[src/rtl/branch_predictor_bht_pkg.sv]
// Shared sizing helpers, counter constants and sweep-FSM states for the branch history table.
package bp_pkg;

  typedef enum logic {BP_RUN, BP_CLEAR} bp_state_e;

  function automatic int unsigned idx_w(input int unsigned entries);
    return $clog2(entries);
  endfunction

  // Weakly not-taken: the value just below the MSB flip (0 for 1-bit counters).
  function automatic int unsigned ctr_wnt(input int unsigned bits);
    return (1 << (bits - 1)) - 1;
  endfunction

  function automatic int unsigned ctr_max(input int unsigned bits);
    return (1 << bits) - 1;
  endfunction

endpackage

[src/rtl/branch_predictor_bht_sat_counter.sv]
// Saturating up/down counter with synchronous active-low reset and parallel load.
module sat_counter
  import bp_pkg::*;
#(
  parameter int unsigned W       = 2,
  parameter logic [W-1:0] RST_VAL = '0
) (
  input  logic         clk,
  input  logic         reset,
  input  logic         load,
  input  logic [W-1:0] load_val,
  input  logic         inc,
  input  logic         dec,
  output logic [W-1:0] q
);

  localparam logic [W-1:0] MAX = W'(ctr_max(W));

  always_ff @(posedge clk) begin
    if (!reset) begin
      q <= RST_VAL;
    end else if (load) begin
      q <= load_val;
    end else if (inc) begin
      if (q != MAX) q <= q + 1'b1;
    end else if (dec) begin
      if (q != '0) q <= q - 1'b1;
    end
  end

endmodule

[src/rtl/branch_predictor_bht.sv]
// Branch history table: PC(/gshare)-indexed saturating counters, clear sweep and mispredict stats.
module branch_predictor_bht
  import bp_pkg::*;
#(
  parameter int unsigned PC_WIDTH  = 32,
  parameter int unsigned ENTRIES   = 16,
  parameter int unsigned CTR_BITS  = 2,
  parameter int unsigned INDEX_LSB = 2,
  parameter int unsigned GHR_BITS  = 0,
  parameter int unsigned STAT_BITS = 16,
  localparam int unsigned IDX_W    = idx_w(ENTRIES)
) (
  input  logic                 clk,
  input  logic                 reset,
  input  logic [PC_WIDTH-1:0]  pc_f,
  output logic                 pred_taken_f,
  output logic [IDX_W-1:0]     pred_index_f,
  input  logic                 upd_valid_e,
  input  logic [IDX_W-1:0]     upd_index_e,
  input  logic                 upd_taken_e,
  input  logic                 upd_pred_e,
  output logic                 mispredict_e,
  input  logic                 clear_i,
  output logic                 busy,
  output logic [STAT_BITS-1:0] stat_branches,
  output logic [STAT_BITS-1:0] stat_mispredicts
);

  localparam logic [CTR_BITS-1:0] WNT = CTR_BITS'(ctr_wnt(CTR_BITS));

  bp_state_e         state, state_n;
  logic [IDX_W-1:0]  ptr, ptr_n;
  logic [IDX_W-1:0]  ghr_ext;
  logic              run;
  logic              upd_en;
  logic              unused_pc_bits;
  logic [CTR_BITS-1:0] table_q [ENTRIES];

  assign unused_pc_bits = ^pc_f;
  assign run          = (state == BP_RUN);
  // A clear request in the same cycle as an update discards the update.
  assign upd_en       = run && upd_valid_e && !clear_i;
  assign mispredict_e = upd_valid_e && (upd_taken_e != upd_pred_e);
  assign busy         = (state == BP_CLEAR);

  always_ff @(posedge clk) begin
    if (!reset) begin
      state <= BP_RUN;
      ptr   <= '0;
    end else begin
      state <= state_n;
      ptr   <= ptr_n;
    end
  end

  always_comb begin
    state_n = state;
    ptr_n   = ptr;
    case (state)
      BP_RUN: begin
        if (clear_i) begin
          state_n = BP_CLEAR;
          ptr_n   = '0;
        end
      end
      BP_CLEAR: begin
        ptr_n = ptr + 1'b1;
        if (ptr == IDX_W'(ENTRIES - 1)) state_n = BP_RUN;
      end
      default: state_n = BP_RUN;
    endcase
  end

  generate
    if (GHR_BITS > 0) begin : g_ghr
      logic [GHR_BITS-1:0] ghr;
      always_ff @(posedge clk) begin
        if (!reset) begin
          ghr <= '0;
        end else if (run && clear_i) begin
          ghr <= '0;
        end else if (upd_en) begin
          ghr <= GHR_BITS'({ghr, upd_taken_e});
        end
      end
      assign ghr_ext = IDX_W'(ghr);
    end else begin : g_no_ghr
      assign ghr_ext = '0;
    end
  endgenerate

  assign pred_index_f = pc_f[INDEX_LSB +: IDX_W] ^ ghr_ext;
  assign pred_taken_f = run && table_q[pred_index_f][CTR_BITS-1];

  generate
    for (genvar e = 0; e < ENTRIES; e++) begin : g_entry
      logic hit;
      assign hit = upd_en && (upd_index_e == IDX_W'(e));
      sat_counter #(.W(CTR_BITS), .RST_VAL(WNT)) u_ctr (
        .clk      (clk),
        .reset    (reset),
        .load     (busy && (ptr == IDX_W'(e))),
        .load_val (WNT),
        .inc      (hit && upd_taken_e),
        .dec      (hit && !upd_taken_e),
        .q        (table_q[e])
      );
    end
  endgenerate

  sat_counter #(.W(STAT_BITS), .RST_VAL('0)) u_stat_br (
    .clk      (clk),
    .reset    (reset),
    .load     (1'b0),
    .load_val ('0),
    .inc      (upd_en),
    .dec      (1'b0),
    .q        (stat_branches)
  );

  sat_counter #(.W(STAT_BITS), .RST_VAL('0)) u_stat_mp (
    .clk      (clk),
    .reset    (reset),
    .load     (1'b0),
    .load_val ('0),
    .inc      (upd_en && mispredict_e),
    .dec      (1'b0),
    .q        (stat_mispredicts)
  );

endmodule

[config.mk]
export PLATFORM = sky130hd
export DESIGN_NAME = branch_predictor_bht
export DESIGN_NICKNAME = d
export VERILOG_FILES = /design/src/rtl/branch_predictor_bht_pkg.sv /design/src/rtl/branch_predictor_bht_sat_counter.sv /design/src/rtl/branch_predictor_bht.sv
export SDC_FILE = /design/constraint.sdc
export NUM_CORES = 1
export LEC_CHECK = 0
export BUFFER_PORTS_ARGS = -buffer_cell sky130_fd_sc_hd__buf_4
export CORE_MARGIN = 2
export CORE_UTILIZATION = 42
export CTS_CLUSTER_SIZE = 24
export DETAILED_ROUTE_END_ITERATION = 8
export PLACE_DENSITY = 0.64
export SYNTH_ARGS = -nofsm -noshare
export SYNTH_HDL_FRONTEND = slang
export SYNTH_HIERARCHICAL = 1
export SYNTH_SLANG_ARGS = --single-unit
[constraint.sdc]
create_clock -name clk -period 4.1 [get_ports clk]
set_input_delay 0.615 -clock clk [delete_from_list [all_inputs] [get_ports clk]]
set_output_delay 0.615 -clock clk [all_outputs]
set_load 0.01 [all_outputs]
# After elaboration in Yosys (flattened, before gate mapping)
# Index checks and enable logic that the tools add are counted.
# totals
register_bits	69
wordCells	352
# classes
n_addsub	35
order_cmp	1
eq_ne	66
n_mux	72
bitwise_logic	3
reduce_logical	155
# ops
cell	count
2-bit 2-to-1 mux	66
2-bit nonzero test	48
1-bit logical AND	69
2-bit inequality test (second input constant)	33
4-bit equality test (second input constant)	16
3-bit AND reduction	16
16-bit by 1-bit adder with 16-bit output (second input constant)	2
2-bit by 1-bit adder with 2-bit output (second input constant)	16
4-bit by 3-bit equality test with 1-bit output (second input constant)	8
16-bit inequality test (second input constant)	2
2-bit OR reduction	16
2-bit by 1-bit subtractor with 2-bit output (second input constant)	16
4-bit by 2-bit equality test with 1-bit output (second input constant)	4
2-bit binary-select mux with 4-bit select	1
4-bit by 1-bit equality test with 1-bit output (second input constant)	2
4-bit logical NOT	2
4-bit one-hot mux with 2 select lines	1
5-bit greater-or-equal comparator (second input constant)	1
4-bit inverter with 5-bit output	1
4-bit by 1-bit adder with 4-bit output (second input constant)	1
4-bit 2-to-1 mux	1
2-bit AND reduction	2
1-bit logical NOT	2
1-bit 2-to-1 mux	2
3 further kinds	4

# Logic depth before layout (Yosys ltp)
# Gate-level depths: netlist of the first run.
# depth
ltp_word	7
ltp_mapped	12
ltp_nobuf	11

# By module
# The synthesis of the first run kept the hierarchy.
# by_module_without_submodules
module	instances	cells_each	area_each_um2
sat_counter at g_entry[0].u_ctr ...	16	14	112.6
sat_counter at u_stat_mp	1	218	1677.9
sat_counter at u_stat_br	1	202	1589.0
branch_predictor_bht	1	127	797.0

# Worst setup path after synthesis of the first run
# Ideal clock, no wire load.
# synth_timing
path_kind	in2reg
from	input port upd_taken_e
to	register u_stat_mp.q[11]
setup_time_ns	0.070
arrival_ns	3.157
required_time_ns	4.030
path_slack_ns	0.873
path_stages	11
path_cell_list	clkbuf_1 > xor2_1 > and3_1 > inv_1 > ha_1 > a21o_1 > a21oi_2 > a21oi_2 > o211a_1 > or4_1 > a21oi_1
# synth_via
elab_chain_len	4
# synth_lines
item	line	rtl
start: declaration	branch_predictor_bht.sv:20	input logic upd_taken_e,
1-bit inequality test	branch_predictor_bht.sv:43	assign mispredict_e = upd_valid_e && (upd_taken_e != upd_pred_e);
1-bit logical AND	branch_predictor_bht.sv:43	
1-bit logical AND	branch_predictor_bht.sv:126	.inc (upd_en && mispredict_e),
2-bit AND reduction (no source line)	--	
end signal: assignment	branch_predictor_bht_sat_counter.sv:23	q <= load_val;
end signal: assignment	branch_predictor_bht_sat_counter.sv:25	if (q != MAX) q <= q + 1'b1;
end signal: assignment	branch_predictor_bht_sat_counter.sv:27	if (q != '0) q <= q - 1'b1;
end: declaration	branch_predictor_bht_sat_counter.sv:14	output logic [W-1:0] q
# No other way between the ends.
# A chain may end at the register's enable or synchronous reset.

# Worst setup path in the final report of the first run
# layout_timing
from	register state (netlist: busy)
to	register u_stat_br.q[8]
# layout_via
elab_chain_len	4
# layout_lines
item	line	rtl
start: declaration	branch_predictor_bht.sv:31	bp_state_e state, state_n;
start signal: assignment	branch_predictor_bht.sv:51	state <= state_n;
1-bit inverter	--	
1-bit logical AND (2 in a row)	branch_predictor_bht.sv:42	assign upd_en = run && upd_valid_e && !clear_i;
net upd_en	branch_predictor_bht.sv:35	logic upd_en;
2-bit AND reduction (no source line)	--	
end signal: assignment	branch_predictor_bht_sat_counter.sv:23	
end signal: assignment	branch_predictor_bht_sat_counter.sv:25	
end signal: assignment	branch_predictor_bht_sat_counter.sv:27	
end: declaration	branch_predictor_bht_sat_counter.sv:14	
# The timed path passes the listed nets, and every way through them passes these cells.

==> results of run 1 <==
## logic make-up after synthesis
| group | Yosys count | synth area share |
|---|---|---|
| DFF | 69 | 0.235 |
| adders and majority gates | 34 | 0.0751 |
| and+or+nand+nor | 316 | 0.284 |
| other | 2 | 0.00128 |
| muxes | 12 | 0.0256 |
| AOI/OAI and AO/OA | 263 | 0.303 |
| buffers and inverters | 60 | 0.0533 |
| xor gates and xnor gates | 15 | 0.0224 |
## final cells by class
| class | instances | area share |
|---|---|---|
| multi-input cells | 717 | 0.647 |
| well taps | 180 | 0.0327 |
| repair buffers | 55 | 0.0600 |
| flip-flops and latches | 69 | 0.201 |
| clock buffers | 15 | 0.0374 |
| clock inverters | 1 | 0.00436 |
| inverters | 33 | 0.0180 |
## registers in the layout, summed over array words and instances, names as in the netlist
register	flops
ptr	4
u_stat_mp/q	16
busy	1
g_entry.u_ctr/q	32
u_stat_br/q	16
## where the power goes
part	internal (mW)	total, mW	switching (mW)
Combinational	0.344	0.794	0.450
Sequential	0.714	0.781	0.0666
Clock	0.489	0.771	0.282
## worst paths after layout
check,endpoint,slack (ns)
min,u_stat_mp/q[4]$_SDFFE_PN0P_,0.55
min reg2reg,u_stat_mp/q[4]$_SDFFE_PN0P_,0.55
max reg2reg,u_stat_br/q[8]$_SDFFE_PN0P_,0.63
max,u_stat_br/q[8]$_SDFFE_PN0P_,0.63
## worst max-delay path, cell delays in order (launching register included)
cell and delay [ns]:
dfxtp_1 0.29, buf_4 0.18, nor2_2 0.27, nand2_1 0.10
inv_1 0.20, inv_1 0.32, ha_1 0.44, nor2b_1 0.17
o211ai_1 0.36, a21boi_0 0.22, o41ai_1 0.44, xor2_1 0.24
o21ai_0 0.09
## layer usage
| layer | routed length [um] | global-route usage |
|---|---|---|
| met5 | 0 | 0 |
| met4 | 352 | 0.0805 |
| met3 | 673 | 0.0384 |
| met2 | 6800 | 0.323 |
| met1 | 7550 | 0.291 |
## metrics by stage
| stage | worst slack (ns) | instance area [um2] | hold slack [ns] |
|---|---|---|---|
| after floorplan | 0.873 | 6150 | 0.527 |
| after global placement | 0.477 | 6600 | 0.538 |
| after detailed placement | 0.453 | 6600 | 0.543 |
| after CTS | 0.673 | 6880 | 0.551 |
| after global routing | 0.374 | 6880 | 0.573 |
| final | 0.635 | 6880 | 0.549 |
## cells in the final DEF (no fill, tap or decap), types with 6 or more instances in the layout
cell type / synthesis / layout
a211oi_1: 8 / 8
a21o_1: 15 / 15
a21oi_1: 85 / 85
a31oi_1: 10 / 10
and3_1: 8 / 8
buf_4: 5 / 55
clkbuf_16: 0 / 9
conb_1: 2 / 77
dfxtp_1: 69 / 69
ha_1: 32 / 32
inv_1: 33 / 33
mux2i_1: 9 / 9
nand2_1: 75 / 75
nand3_1: 13 / 13
nand3b_1: 6 / 6
nand4_1: 31 / 31
nor2_1: 80 / 80
nor3_1: 15 / 15
nor3b_1: 19 / 19
nor4_1: 11 / 11
o211a_1: 17 / 17
o21ai_0: 56 / 56
o22a_2: 16 / 16
or3_1: 7 / 7
or3b_1: 16 / 16
xnor2_1: 10 / 10
==> flow_metrics.env, run 1 <==
export IMPL_synth_area_top_cells="dfxtp_1 (24%), a21oi_1 (7.3%), ha_1 (6.8%)"
export IMPL_fp_coreArea_um2=13800
export IMPL_yosysWarnings=6
export IMPL_firstDrtPassIters=4
export IMPL_antenna_found_initial=0
export IMPL_crit_arrival_ns=3.68
export IMPL_total_power_mw=2.35
export IMPL_area_growth_syn_to_layout_pct=17.4
export IMPL_wl_um=15400
export IMPL_critPathLaunchType="flip-flop"
export IMPL_drc=0
export IMPL_regArea_um2=1380
export IMPL_overflow=0
export IMPL_n_fill_cell=1394
export IMPL_criticalPathCategory="reg2reg"
export IMPL_p_per_area_nw_per_um2=341
export IMPL_netlist_top_cells_count="a21oi_1 (85), nor2_1 (80), nand2_1 (75)"
export IMPL_cts_max_level=3
export IMPL_cp_end_kind="flip-flop"
export IMPL_dieArea_um2=14900
export IMPL_fin_crit_sh=0.845
export IMPL_tightest_slew_ns=0.843
export IMPL_via_per_inst=5.48
export IMPL_multi_input_area_um2=4450
export IMPL_fin_util=0.500
export IMPL_setup_tns_ns=0
export IMPL_grt_pass1_vias=5055
export IMPL_period_needed_ns=3.47
export IMPL_r2r_cells=12
export IMPL_hp_start="u_stat_mp/q[4]$_SDFFE_PN0P_"
export IMPL_rsz0062_at_grt="no"
export IMPL_leakagePower_nw=2.87
export IMPL_ys_types=75
export IMPL_cp_max_fo=14
export IMPL_clk_latency_ns=0.33
export IMPL_routabilityCongestion=0.871
export IMPL_async_reset_ff_frac=0
export IMPL_route_antenna_remaining_nets=0
export IMPL_synth_area_leader_cell="dfxtp_1"
export IMPL_ys_seq_area_frac=0.235
export IMPL_yosys_area_top_type_share=0.235
export IMPL_startpoint="busy$_SDFF_PN0_"
export IMPL_synth_most_common_cell="a21oi_1"
export IMPL_r2r_start="busy$_SDFF_PN0_"
export IMPL_io_pins=81
export IMPL_cts_setup_buffers=0
export IMPL_cts_tree="yes"
export IMPL_grt_max_degree=49
export IMPL_track_usage=0.210
export IMPL_hpwl_um=11300
export IMPL_antennaDiodeCount=0
export IMPL_synth_area_per_cell_um2=7.61
export IMPL_die_w_um=122
export IMPL_relSlewSlack=0.438
export IMPL_setup_viol=0
export IMPL_maxCapViolCount=0
export IMPL_finalHoldViolCount=0
export IMPL_drive_gt1_frac=0.130
export IMPL_max_freq_mhz=289
export IMPL_ir_worst_vdd_uv=197
export IMPL_outcome="completed"
export IMPL_synth_edf_count=0
export IMPL_hp_class="reg2reg"
export IMPL_die_h_um=122
export IMPL_yosys_register_bits=69
export IMPL_clkSlewWorstSetupHoldPaths_ns=0.05
export IMPL_hold_depth=2
export IMPL_num_rows=43
export IMPL_ctsResizeCount=0
export IMPL_start_util=0.426
export IMPL_synth_area_um2=5870
export IMPL_dp_cells=1054
export IMPL_worstPathRequired_ns=4.32
export IMPL_cts_root_buf="clkbuf_16"
export IMPL_wl_per_cell_um=14.4
export IMPL_fin_skew_ns=0.00807
export IMPL_cts_sinks=69
export IMPL_finalNetCount=961
export IMPL_cts_buffers=9
export IMPL_cts_hold_fix_buffers=0
export IMPL_drt_iter0_drc=363
export IMPL_fin_cells=1070
export IMPL_clockBufferDepth=2
export IMPL_vias=5859
export IMPL_final_max_slew_viol_count=0
export IMPL_syn_inst=771
export IMPL_ys_flop_type="dfxtp_1"
export IMPL_grt_pass1_wl_um=25000
export IMPL_port_buffers=52
Note: power is estimated with default switching activity, not from simulation.
==> run 2, diff against run 1 <==
--- a/config.mk
+++ b/config.mk
@@ -5,6 +5,7 @@
 export SDC_FILE = /design/constraint.sdc
 export NUM_CORES = 1
 export LEC_CHECK = 0
+export ABC_AREA = 1
 export BUFFER_PORTS_ARGS = -buffer_cell sky130_fd_sc_hd__buf_4
 export CORE_MARGIN = 2
 export CORE_UTILIZATION = 42
==> constraint.sdc (replaced) <==
create_clock -name clk -period 3.5 [get_ports clk]
set_input_delay 0.525 -clock clk [delete_from_list [all_inputs] [get_ports clk]]
set_output_delay 0.525 -clock clk [all_outputs]
set_load 0.01 [all_outputs]
==> run 2 against run 1 <==
Clock skew increased by 0.00074 ns. Sequential cell count unchanged. Sequential share of layout area decreased by 3.2 points. Setup slack improved by 0.11 ns. Global-route usage decreased by 0.15 points. Critical path type unchanged. Sequential power increased by 20%. Highest routed layer unchanged. Area after synthesis increased by 21%. Via count increased by 29%. Register-to-register slack improved by 0.11 ns. Fmax increased by 26%. Clock power increased by 13%. Critical endpoint is now u_stat_mp/q[6]$_SDFFE_PN0P_.
==> flow_metrics.env, run 2 <==
export IMPL_die_w_um=134
export IMPL_drc=0
export IMPL_fp_coreArea_um2=16500
export IMPL_max_freq_mhz=363
export IMPL_clk_latency_ns=0.34
export IMPL_ys_flop_type="dfxtp_1"
export IMPL_cts_sinks=69
export IMPL_num_rows=47
export IMPL_finalHoldViolCount=0
export IMPL_ys_seq_area_frac=0.195
export IMPL_hpwl_um=13400
export IMPL_total_power_mw=2.99
export IMPL_dieArea_um2=17900
export IMPL_yosys_area_top_type_share=0.259
export IMPL_cp_end_kind="flip-flop"
export IMPL_cts_root_buf="clkbuf_16"
export IMPL_clkSlewWorstSetupHoldPaths_ns=0.06
export IMPL_final_common_cell="nand2_1"
export IMPL_largest_reg_flops=32
export IMPL_via_per_inst=4.58
export IMPL_final_max_slew_viol_count=0
export IMPL_criticalPathCategory="reg2reg"
export IMPL_period_needed_ns=2.76
export IMPL_yosysWarnings=6
export IMPL_async_reset_ff_frac=0
export IMPL_antenna_found_initial=0
export IMPL_wl_um=17900
export IMPL_firstDrtPassIters=5
export IMPL_finalNetCount=1503
export IMPL_route_antenna_remaining_nets=0
export IMPL_drt_iter0_drc=424
export IMPL_leakagePower_nw=4.30
export IMPL_overflow=0
export IMPL_crit_arrival_ns=2.99
export IMPL_fin_skew_ns=0.00881
export IMPL_port_buffers=52
export IMPL_setup_viol=0
export IMPL_io_pins=81
export IMPL_setup_tns_ns=0
export IMPL_ctsResizeCount=0
export IMPL_largest_register="g_entry.u_ctr/q"
export IMPL_synth_area_leader_cell="nand2_1"
export IMPL_clockBufferDepth=2
export IMPL_ys_types=34
export IMPL_ir_worst_vdd_uv=256
export IMPL_wl_per_cell_um=10.8
export IMPL_netlist_top_cells_count="nand2_1 (488), nor2_1 (196), inv_1 (188)"
export IMPL_start_util=0.428
export IMPL_antennaDiodeCount=0
export IMPL_synth_area_per_cell_um2=5.43
export IMPL_synth_edf_count=0
export IMPL_worstPathRequired_ns=3.74
export IMPL_mostFrequentLayoutCells="nand2_1 (488), nor2_1 (196), inv_1 (188), nand3_1 (87), conb_1 (78)"
export IMPL_routabilityCongestion=0.882
export IMPL_grt_pass1_vias=6652
export IMPL_cts_setup_buffers=0
export IMPL_rsz0062_at_grt="no"
export IMPL_reg_top3="g_entry.u_ctr/q: 32 flops, u_stat_br/q: 16 flops, u_stat_mp/q: 16 flops"
export IMPL_yosys_register_bits=69
export IMPL_outcome="completed"
export IMPL_cts_hold_fix_buffers=0
export IMPL_hp_class="in2reg"
export IMPL_tightest_slew_ns=0.613
export IMPL_fin_crit_sh=0.787
export IMPL_die_h_um=134
export IMPL_maxCapViolCount=0
export IMPL_cts_tree="yes"
export IMPL_syn_inst=1303
export IMPL_vias=7561
export IMPL_cts_max_level=3
export IMPL_relSlewSlack=0.591
export IMPL_drive_gt1_frac=0.0965
export IMPL_synth_area_um2=7080
export IMPL_cp_max_fo=16
export IMPL_p_per_area_nw_per_um2=365
export IMPL_cts_buffers=9
export IMPL_critPathLaunchType="flip-flop"
export IMPL_area_growth_syn_to_layout_pct=15.7
export IMPL_grt_pass1_wl_um=30700
export IMPL_grt_max_degree=30
export IMPL_synth_area_top_cells="nand2_1 (26%), dfxtp_1 (20%), nor2_1 (10%)"
export IMPL_synth_most_common_cell="nand2_1"
export IMPL_track_usage=0.209
run 2: cell types whose count changed after synthesis, moves of 19 or more:
cell | before | now
nor2_1 | 80 | 196
nand3_1 | 13 | 87
nand4_1 | 31 | 3
nor2_2 | 1 | 34
nand2_1 | 75 | 488
a21oi_1 | 85 | 44
inv_1 | 33 | 188
nor3b_1 | 19 | 0
run 2: final cells by class:
| class | count | area, um2 |
|---|---|---|
| Inverter | 194 | 728 |
| Clock inverter | 2 | 10.0 |
| Sequential cell | 69 | 1380 |
| Tap cell | 220 | 275 |
| Multi-Input combinational cell | 1097 | 5120 |
| Clock buffer | 12 | 256 |
| Fill cell | 1818 | 8340 |
| Timing Repair Buffer | 56 | 420 |
run 2: power by group:
group | internal, mW | switching (mW) | leakage, nW
Combinational | 0.448 | 0.729 | 3.60
Clock | 0.509 | 0.365 | 0.134
Sequential | 0.846 | 0.0882 | 0.566
Total | 1.80 | 1.18 | 4.30
run 2: metal layers:
metal  GRT usage  wire (um)  share of wire
met2       0.346       8030           0.45
met1       0.289       9130           0.51
met3      0.0212        483          0.027
met5           0          0              0
met4      0.0573        209          0.012
run 2: kinds of logic (layout without fill, tap and decap cells):
group | after synthesis | count (layout) | share of synthesized area
simple gates | 852 | 852 | 0.510
flops | 69 | 69 | 0.195
fa+ha+maj | 34 | 34 | 0.0622
xor+xnor | 11 | 11 | 0.0136
buf+inv | 213 | 264 | 0.122
other cells | 2 | 78 | 0.00106
compound gates | 122 | 122 | 0.0960
run 2: stage by stage:
stage / setup slack (ns) / hold slack (ns) / utilization / cell area, um2 / instances
after floorplan: 0.792 / 0.479 / - / 7360 / 1379
after global placement: 0.439 / 0.508 / 0.479 / 7920 / 1636
after detailed placement: 0.421 / 0.503 / 0.479 / 7920 / 1636
after CTS: 0.731 / 0.495 / 0.496 / 8190 / 1650
after global routing: 0.524 / 0.521 / 0.496 / 8190 / 1650
final: 0.744 / 0.499 / 0.496 / 8190 / 1650
run 2: worst paths after layout:
check	to	slack, ns	start	cells after the start
worst max-delay path	u_stat_mp/q[6]$_SDFFE_PN0P_	0.74	busy$_SDFF_PN0_	15
worst min-delay path	ptr[1]$_SDFFE_PN0P_	0.50	clear_i	4
worst max register to register	u_stat_mp/q[6]$_SDFFE_PN0P_	0.74	busy$_SDFF_PN0_	15
worst min register to register	ptr[2]$_SDFFE_PN0P_	0.51	ptr[2]$_SDFFE_PN0P_	2
run 2: worst max-delay path, stage by stage, from the launching register on:
cell     delay (ns)
dfxtp_1        0.36
nor2_8         0.15
nand2_4        0.10
nor2_1         0.42
inv_1          0.08
buf_4          0.22
ha_1           0.37
nand2_1        0.14
inv_1          0.05
nand2_1        0.06
nand3_1        0.16
or2_2          0.31
nand3_1        0.06
nand2_1        0.05
nor2_1         0.08
nor2_1         0.05
